[src/rtl/seg7_pkg.sv]
// seg7_pkg: shared state encoding, display codes and limits for the seg7_driver slice.
package seg7_pkg;
    typedef enum logic [1:0] {IDLE, SHIFT, COMMIT} state_t;
    localparam logic [3:0] MINUS_CODE = 4'hF;
    localparam logic [3:0] OVF_CODE = 4'hF;
    localparam int MAX_MAG = 999;
    localparam int NUM_DIGITS = 4;
    localparam int ITER = 16;
    function automatic logic over_range(input logic [19:0] b);
        return 10000 * int'(b[19:16]) + 1000 * int'(b[15:12]) + 100 * int'(b[11:8])
             + 10 * int'(b[7:4]) + int'(b[3:0]) > MAX_MAG;
    endfunction
endpackage

[src/rtl/seg7_driver_if.sv]
// seg7_driver_if: load/value request and scanned digit outputs of seg7_driver.
interface seg7_driver_if;
    logic        load;
    logic [15:0] value;
    logic [1:0]  en;
    logic [3:0]  num2;
    logic        busy;
    logic        done;
    modport master(output load, value, input en, num2, busy, done);
    modport slave(input load, value, output en, num2, busy, done);
endinterface

[src/rtl/seg7_driver_bin2bcd_seq.sv]
// bin2bcd_seq: iterative double-dabble, one bit per cycle, 16-bit unsigned in, 20-bit BCD out.
module bin2bcd_seq
    import seg7_pkg::*;
(
    input  logic        clk,
    input  logic        rst,
    input  logic        start_i,
    input  logic [15:0] bin_i,
    output logic [19:0] bcd_o,
    output logic        ready_o
);
    logic [19:0] bcd_q, bcd_d, adj;
    logic [15:0] mag_q, mag_d;
    logic [4:0]  cnt_q, cnt_d;
    logic        act_q, act_d;
    for (genvar n = 0; n < 5; n++) begin : g_adj
        assign adj[n*4 +: 4] = bcd_q[n*4 +: 4] >= 4'd5 ? bcd_q[n*4 +: 4] + 4'd3 : bcd_q[n*4 +: 4];
    end
    // ready marks the final shift so the controller reaches COMMIT with bcd settled
    assign ready_o = act_q && cnt_q == 5'(ITER - 1);
    assign bcd_o = bcd_q;
    always_comb begin
        act_d = act_q;
        cnt_d = cnt_q;
        bcd_d = bcd_q;
        mag_d = mag_q;
        if (start_i) begin
            act_d = 1'b1;
            cnt_d = '0;
            bcd_d = '0;
            mag_d = bin_i;
        end else if (act_q) begin
            {bcd_d, mag_d} = {adj[18:0], mag_q, 1'b0};
            cnt_d = cnt_q + 5'd1;
            act_d = !ready_o;
        end
    end
    always_ff @(posedge clk or posedge rst) begin
        if (rst) begin
            act_q <= 1'b0;
            cnt_q <= '0;
            bcd_q <= '0;
            mag_q <= '0;
        end else begin
            act_q <= act_d;
            cnt_q <= cnt_d;
            bcd_q <= bcd_d;
            mag_q <= mag_d;
        end
    end
endmodule

[src/rtl/seg7_driver.sv]
// seg7_driver: signed 16-bit to 4-digit BCD display with continuous digit scan.
// Define SEG7_DRIVER_SAT_EN to saturate out-of-range magnitudes to 999 instead of showing FFFF.
module seg7_driver
    import seg7_pkg::*;
#(
    parameter int REFRESH_DIV = 100000
) (
    input logic          clk,
    input logic          rst,
    seg7_driver_if.slave bus_io
);
    localparam int CW = REFRESH_DIV > 1 ? $clog2(REFRESH_DIV) : 1;
    localparam logic [CW-1:0] LAST = CW'(REFRESH_DIV - 1);
    state_t      state_q, state_d;
    logic        sign_q, done_q, start, ready, wrap;
    logic [15:0] mag, disp_q, disp_d;
    logic [19:0] bcd;
    logic [CW-1:0] ref_q;
    logic [1:0]  en_q;
    bin2bcd_seq u_conv (
        .clk    (clk),
        .rst    (rst),
        .start_i(start),
        .bin_i  (mag),
        .bcd_o  (bcd),
        .ready_o(ready)
    );
    always_comb begin
        start = state_q == IDLE && bus_io.load;
        mag = bus_io.value[15] ? -bus_io.value : bus_io.value;
        state_d = start ? SHIFT :
                  (state_q == SHIFT && ready) ? COMMIT :
                  state_q == COMMIT ? IDLE : state_q;
`ifdef SEG7_DRIVER_SAT_EN
        disp_d = {sign_q ? MINUS_CODE : 4'h0, over_range(bcd) ? 12'h999 : bcd[11:0]};
`else
        disp_d = over_range(bcd) ? {NUM_DIGITS{OVF_CODE}} : {sign_q ? MINUS_CODE : 4'h0, bcd[11:0]};
`endif
    end
    assign wrap = ref_q == LAST;
    always_ff @(posedge clk or posedge rst) begin
        if (rst) begin
            state_q <= IDLE;
            sign_q  <= 1'b0;
            done_q  <= 1'b0;
            disp_q  <= '0;
            ref_q   <= '0;
            en_q    <= '0;
        end else begin
            state_q <= state_d;
            sign_q  <= start ? bus_io.value[15] : sign_q;
            done_q  <= state_q == COMMIT;
            disp_q  <= state_q == COMMIT ? disp_d : disp_q;
            ref_q   <= wrap ? '0 : ref_q + 1'b1;
            en_q    <= en_q + {1'b0, wrap};
        end
    end
    assign bus_io.en = en_q;
    assign bus_io.num2 = disp_q[{en_q, 2'b00} +: 4];
    assign bus_io.busy = state_q != IDLE;
    assign bus_io.done = done_q;
endmodule

[src/flat_wrapper.sv]
// flat-port wrapper written by rule: the top's interface ports become plain ports
module seg7_driver_flat import seg7_pkg::*;
#(
    parameter int REFRESH_DIV = 100000
)
  (clk, rst, bus_io_load, bus_io_value, bus_io_en, bus_io_num2, bus_io_busy, bus_io_done);
  seg7_driver_if bus_io_i ();
  input logic clk;
  input logic rst;
  input wire logic [$bits(bus_io_i.load)-1:0] bus_io_load;
  input wire logic [$bits(bus_io_i.value)-1:0] bus_io_value;
  output wire logic [$bits(bus_io_i.en)-1:0] bus_io_en;
  output wire logic [$bits(bus_io_i.num2)-1:0] bus_io_num2;
  output wire logic [$bits(bus_io_i.busy)-1:0] bus_io_busy;
  output wire logic [$bits(bus_io_i.done)-1:0] bus_io_done;
  assign bus_io_i.load = bus_io_load;
  assign bus_io_i.value = bus_io_value;
  assign bus_io_en = bus_io_i.en;
  assign bus_io_num2 = bus_io_i.num2;
  assign bus_io_busy = bus_io_i.busy;
  assign bus_io_done = bus_io_i.done;
  seg7_driver #(.REFRESH_DIV(REFRESH_DIV)) u_core (.clk(clk), .rst(rst), .bus_io(bus_io_i));
endmodule
[config.mk]
export PLATFORM = sky130hd
export DESIGN_NAME = seg7_driver_flat
export DESIGN_NICKNAME = d
export VERILOG_FILES = /design/src/rtl/seg7_pkg.sv /design/src/rtl/seg7_driver_if.sv /design/src/rtl/seg7_driver_bin2bcd_seq.sv /design/src/rtl/seg7_driver.sv /design/src/flat_wrapper.sv
export SDC_FILE = /design/constraint.sdc
export NUM_CORES = 1
export LEC_CHECK = 0
export ABC_AREA = 0
export CORE_ASPECT_RATIO = 1.4
export CORE_MARGIN = 1.5
export CORE_UTILIZATION = 55
export DETAILED_ROUTE_END_ITERATION = 10
export PLACE_DENSITY_LB_ADDON = 0.3
export SYNTH_ARGS = -nofsm -noshare
export SYNTH_HDL_FRONTEND = slang
export SYNTH_HIERARCHICAL = 1
export SYNTH_SLANG_ARGS = --single-unit
[constraint.sdc]
create_clock -name clk -period 5.8 [get_ports clk]
set_clock_uncertainty 0.1 [all_clocks]
set_input_delay 1.16 -clock clk [delete_from_list [all_inputs] [get_ports clk]]
set_output_delay 1.16 -clock clk [all_outputs]
set_load 0.01 [all_outputs]
### Word level (Yosys, flattened, before mapping)

Cells that the tools add are included.

* equality and inequality tests: 4
* bitwise logic cells: 0
* reduce and logical (&&, ||, !) cells: 8
* add/subtract/negate cells: 13
* shift operators: 1
* div/mod/pow operators: 0
* magnitude comparators: 6
* multipliers: 4
* muxes and demuxes: 20

Operators with widths (number)
* $add 32x32->32: 3
* $mux 16: 4
* $mux 20: 2
* $add 32x5->32: 1
* $gt 32x11->1 const B: 1
* $ge 4x3->1 const B: 5
* $mux 4: 5
* $add 17x1->17 const B: 1
* $eq 17x17->1 const B: 1
* $mux 17: 1
* $add 4x2->4 const B: 4
* $neg 16->16: 1
* $shiftx 16x5->4: 1
* $mul 10x4->14 const A: 1
* $mul 7x4->11 const A: 1
* $mux 5: 2
* $mul 5x4->9 const A: 1
* $mul 3x4->7 const A: 1
* $mux 2: 3
* $add 5x1->5 const B: 1
* $eq 5x4->1 const B: 1
* $reduce_bool 2->1: 2
* $add 3x2->3 const B: 1
* $logic_and 1x1->1: 3
* 8 further kinds: 9

* register bits after elaboration: 81
* latch bits: 0
* bits of input ports: 19
* ROM bits: 0
* memories: 0
* output and inout bits: 8
* bits in writable memories: 0
* word-level logic and storage cells: 66

### Logic depth before layout (Yosys ltp)

* depth in word-level cells: 7
* gate-level depth with buffers: 21
* mapped depth without buffers: 20

### Cells and area by module

Netlist, hierarchy kept.

By module, submodules not included
* seg7_driver: instances 1, sequential area each 900.9 µm², cells each 446, area an instance 4231.6 µm²
* bin2bcd_seq: instances 1, sequential area each 1051.0 µm², cells each 237, area an instance 2322.2 µm²

### Worst setup path before layout

OpenSTA, ideal clock, no wires.

* path type: register -> register
* start: reg u_core.u_conv.bcd_q[14], in the netlist u_core/u_conv/bcd_o[14]
* end: reg u_core.disp_q[0]
* setup slack: 0.494 ns
* cell stages (with the launch flop): 21
* path buffers: 1
* setup time: 0.139 ns
* period minus slack after synthesis: 5.306 ns
* data required time: 5.561 ns
* arrival time: 5.067 ns
* path through: dfrtp_1 > fa_1 > inv_1 > fa_1 > inv_1 > ha_1 > a21o_1 > a21oi_1 > nor2_1 > o41ai_1 > xnor2_1 > ha_1 > ha_1 > ha_1 > or4_1 > a31o_2 > nor4_1 > o2111ai_1 > clkbuf_1 > nor3_1 > a31oi_1

* word-level cells in the longest chain between the ends: 7

Ends and longest elaborated chain
* start: declaration: RTL line seg7_driver_bin2bcd_seq.sv:12 `logic [19:0] bcd_q, bcd_d, adj;`
* start signal: assignment: RTL line seg7_driver_bin2bcd_seq.sv:42 `bcd_q <= '0;`
* start signal: assignment: RTL line seg7_driver_bin2bcd_seq.sv:47 `bcd_q <= bcd_d;`
* $mul 7x4->11: RTL line seg7_pkg.sv:10 `return 10000 * int'(b[19:16]) + 1000 * int'(b[15:12]) + 100 * int'(b[11:8])`
* $add 32x32->32 (2 in a row): RTL line seg7_pkg.sv:10
* $add 32x32->32: RTL line seg7_pkg.sv:11 `+ 10 * int'(b[7:4]) + int'(b[3:0]) > MAX_MAG;`
* $add 32x5->32: RTL line seg7_pkg.sv:11
* $gt 32x11->1: RTL line seg7_pkg.sv:11
* $mux 16: RTL line seg7_driver.sv:37 `disp_d = over_range(bcd) ? {NUM_DIGITS{OVF_CODE}} : {sign_q ? MINUS_CODE : 4'h0, bcd[11:0]};`
* end signal: assignment: RTL line seg7_driver.sv:53 `disp_q <= state_q == COMMIT ? disp_d : disp_q;`
* end: declaration: RTL line seg7_driver.sv:16 `logic [15:0] mag, disp_q, disp_d;`

Every way passes these cells.
A chain may end at the register's enable or synchronous reset.

### Worst setup path in the final report

* start: reg u_core.u_conv.bcd_q[13], in the netlist u_core/u_conv/bcd_o[13]
* end: reg u_core.disp_q[7]

Same word-level chain as after synthesis.

==> results_dict.tcl <==
set metrics [dict create \
    postSynth.topFlopCell "sky130_fd_sc_hd__dfrtp_1" \
    dieArea_um2 12600 \
    syn_to_final_growth_pct 10.3 \
    worstRegToRegCells 20 \
    initial_utilization 0.560 \
    syn-num-nets 811 \
    maximum_number_of_pins_on_one_net_before_global_route_repair 64 \
    antenna-diode-count 0 \
    core_area_um2 11700 \
    multi_input_area_um2 4220 \
    share_of_synthesized_registers_carrying_an_async_set_or_reset 1.00 \
    floorplan.die.height_um 132 \
    drt.antenna.violating_nets 0 \
    synth_area_leader_cell "sky130_fd_sc_hd__dfrtp_1" \
    synth_sequential_area_ratio 0.298 \
    flops_latches_synth 78 \
    final_worst_path_period_share 0.956 \
    final-hold-violation-count 0 \
    drive_above_1_share 0.0673 \
    synthesis.yosys.warnings 6 \
    critPathCaptureType "flip-flop" \
    critical-path-slowest-cell "sky130_fd_sc_hd__fa_1" \
    grt_overflow_total 0 \
    post_synth.cell_area_avg_um2 9.60 \
    yosys.area_share.adder 0.239 \
    post-place-cells 844 \
    cts-root-to-sink-buffers 2 \
    clock_buffers_created_by_tritoncts 9 \
    cts.repair_timing.setup_buffer_count 0 \
    clock_tree.root_cell "sky130_fd_sc_hd__clkbuf_16" \
    timing.setup.tns_ns 0 \
    tritoncts "done" \
    total_drc_errors_in_the_routed_layout 0 \
    setup_violations 0 \
    min-delay-path-class "flip-flop to flip-flop" \
    wire_length_of_the_first_global_routing_pass_um 23700 \
    synthXorXnorAreaFrac 0.0708 \
    fill_cells 976 \
    cts_hold_repair.buffers 0 \
    critPathLaunchType "flip-flop" \
    cts.sink_count 78 \
    worstPathCellList "fa_1, inv_1, fa_1, inv_1, ha_1, a21o_1, a21oi_1, nor2_1, o41ai_1, xnor2_1, ha_1, ha_1, ha_1, or4_1, a31o_2, nor4_2, o2111ai_1, buf_4, nor3_1, a31oi_1" \
    layout_min_cycle_time_ns 5.55 \
    wl_per_cell_um 15.6 \
    first_global_vias 5315 \
    commonest_non_fill_non_tap_cell_in_the_layout "sky130_fd_sc_hd__ha_1" \
    status "complete, no violations" \
    max-cap-violations 0 \
    worst-path-max-fanout 13 \
    dieWidth_um 95.3 \
    regToRegSetupSlack_ns 0.25 \
    syn-instance-count 683 \
    timing.critical_path.slowest_cell_delay_ns 0.62 \
    synthDistinctLibCells 63 \
    syn_area_um2 6550 \
    largest_family_of_logic_cells_by_synthesized_area "adder cells" \
    final-instance-count-excl-fill 860 \
    worst-endpoint-required_ns 5.90 \
    cts_htree_levels 3 \
    drtIter0Drc 270 \
    clk-insertion-delay-late_ns 0.34 \
    layout_setup_ws_ns 0.254 \
    detailedPlacementHpwl_um 10100 \
    timing.final.max_slew_violations 0 \
    netlist.area_leader.share 0.298 \
    layout_common_cells "sky130_fd_sc_hd__ha_1 (82), sky130_fd_sc_hd__dfrtp_1 (77), sky130_fd_sc_hd__inv_1 (67), sky130_fd_sc_hd__nor2_1 (53), sky130_fd_sc_hd__nand2_1 (40)" \
    via_per_inst 5.80 \
    simple_logic_cell_fraction_of_the_synthesized_area 0.152 \
    rows 47 \
    cts_clock_pin_slew_for_the_worst_setup_and_hold_paths_ns 0.07 \
    critical_path.most_common_cell "sky130_fd_sc_hd__ha_1" \
    reg2reg_to "u_core/disp_q[7]$_DFFE_PP0P_" \
    synth_compound_area_frac 0.137 \
    timing.fmax_mhz 180 \
    drt_pre_antenna_iters 8 \
    timing.slew.headroom 0.257 \
    place_congestion 0.831 \
    critPathKind "flip-flop to flip-flop" \
    worst_ep_arrival_time_ns 5.65 \
    critical_path.startpoint "u_core/u_conv/bcd_o[13]$_DFFE_PP0P_" \
    design.final.nets 836 \
    post-place-ws_ns 0.229 \
    portion_of_netlist_area_occupied_by_mux_cells 0.0430 \
    antenna_found_initial 0 \
    tightestPinTransition_ns 1.11 \
    vias 4988 \
    grt.total_usage 0.237 \
    detail_route.wirelength_um 13400 \
    unrepaired_setup_endpoints_after_global_routing "false" \
    place.port_buffers 26 \
    critPathCapture "u_core/disp_q[7]$_DFFE_PP0P_" \
    pin_count 27 \
    regArea_um2 1950 \
    synth_top_cells_by_area "sky130_fd_sc_hd__dfrtp_1 (30%), sky130_fd_sc_hd__ha_1 (16%), sky130_fd_sc_hd__fa_1 (8.2%)" \
    post_synth_edffs 0 \
    worst_r2r_startpoint "u_core/u_conv/bcd_o[13]$_DFFE_PP0P_" \
]
## cell type report
type | count | area share
Sequential cell | 78 | 0.270
Timing Repair Buffer | 35 | 0.0453
Multi-Input combinational cell | 516 | 0.584
Clock inverter | 7 | 0.00883
Tap cell | 147 | 0.0254
Clock buffer | 9 | 0.0312
Inverter | 68 | 0.0353
## metal layers
metal | global-route usage | wire [um]
met1 | 0.268 | 5310
met2 | 0.423 | 7410
met5 | 0 | 0
met4 | 0.109 | 462
met3 | 0.0375 | 247
## what timing repair did
item                                    CTS  global route
resized for setup                         0             1
endpoints found under the setup margin    0            13
hold endpoints to repair                  0             0
## logic make-up (layout without fill, tap and decap cells)
family	count (synthesis)	in the layout
AOI/OAI and AO/OA	136	136
and+or+nand+nor	195	195
buffers and inverters	89	119
xor gates and xnor gates	53	53
adders and majority gates	109	109
muxes	23	23
DFF	78	78
## cells in the mapped netlist, types with 5 or more instances
| cell type | instances |
|---|---|
| sky130_fd_sc_hd__nor2b_1 | 7 |
| sky130_fd_sc_hd__fa_1 | 27 |
| sky130_fd_sc_hd__dfrtp_1 | 78 |
| sky130_fd_sc_hd__o21ai_1 | 11 |
| sky130_fd_sc_hd__a21o_1 | 14 |
| sky130_fd_sc_hd__nor3_1 | 19 |
| sky130_fd_sc_hd__clkbuf_1 | 8 |
| sky130_fd_sc_hd__ha_1 | 82 |
| sky130_fd_sc_hd__nor2_1 | 53 |
| sky130_fd_sc_hd__o21ai_0 | 29 |
| sky130_fd_sc_hd__nand4_1 | 10 |
| sky130_fd_sc_hd__xnor2_1 | 33 |
| sky130_fd_sc_hd__xor2_1 | 20 |
| sky130_fd_sc_hd__nand3_1 | 17 |
| sky130_fd_sc_hd__nand2_1 | 40 |
| sky130_fd_sc_hd__buf_2 | 7 |
| sky130_fd_sc_hd__a211oi_1 | 5 |
| sky130_fd_sc_hd__o32ai_1 | 6 |
| sky130_fd_sc_hd__nand2b_1 | 11 |
| sky130_fd_sc_hd__a21oi_1 | 17 |
| sky130_fd_sc_hd__nor4_1 | 5 |
| sky130_fd_sc_hd__mux2i_1 | 18 |
| sky130_fd_sc_hd__o31ai_1 | 7 |
| sky130_fd_sc_hd__inv_1 | 67 |
| sky130_fd_sc_hd__a31oi_1 | 18 |
## through the flow
step | hold slack, ns | utilization | cell area [um2]
2_1_floorplan | 0.349 | - | 6550
3_3_place_gp | 0.367 | 0.593 | 6930
3_5_place_dp | 0.376 | 0.593 | 6930
4_1_cts | 0.388 | 0.617 | 7220
5_1_grt | 0.425 | 0.618 | 7230
6_report | 0.383 | 0.618 | 7230
## worst min path at each step
stage | start | to | depth (start not counted)
2_1_floorplan | u_core/ref_q[16]$_DFF_PP0_ | u_core/ref_q[16]$_DFF_PP0_ | 1
3_3_place_gp | u_core/ref_q[0]$_DFF_PP0_ | u_core/ref_q[0]$_DFF_PP0_ | 1
3_5_place_dp | u_core/ref_q[0]$_DFF_PP0_ | u_core/ref_q[0]$_DFF_PP0_ | 1
4_1_cts | u_core/ref_q[0]$_DFF_PP0_ | u_core/ref_q[0]$_DFF_PP0_ | 1
5_1_grt | u_core/ref_q[0]$_DFF_PP0_ | u_core/ref_q[0]$_DFF_PP0_ | 1
6_report | u_core/ref_q[0]$_DFF_PP0_ | u_core/ref_q[0]$_DFF_PP0_ | 1
## flip-flops by register name (all words and copies together) (netlist names)
name and cells:
u_core/bus_io.done 1, u_core/bus_io.en 2, u_core/disp_q 13, u_core/ref_q 17
u_core/sign_q 1, u_core/state_q 2, u_core/u_conv/act_q 1, u_core/u_conv/bcd_o 20
u_core/u_conv/cnt_q 5, u_core/u_conv/mag_q 16
## worst max-delay path: cells and delay by family, from the launching register on
family                     cells  cell delay [ns]
xor gates and xnor gates       1             0.20
and+or+nand+nor                4             0.98
adders and majority gates      6             2.22
AOI/OAI and AO/OA              6             1.17
buffers and inverters          3             0.37
DFF                            1             0.40
Power is not shown: default switching activity piles up to over one toggle a cycle in this logic, so the estimate is an artifact.
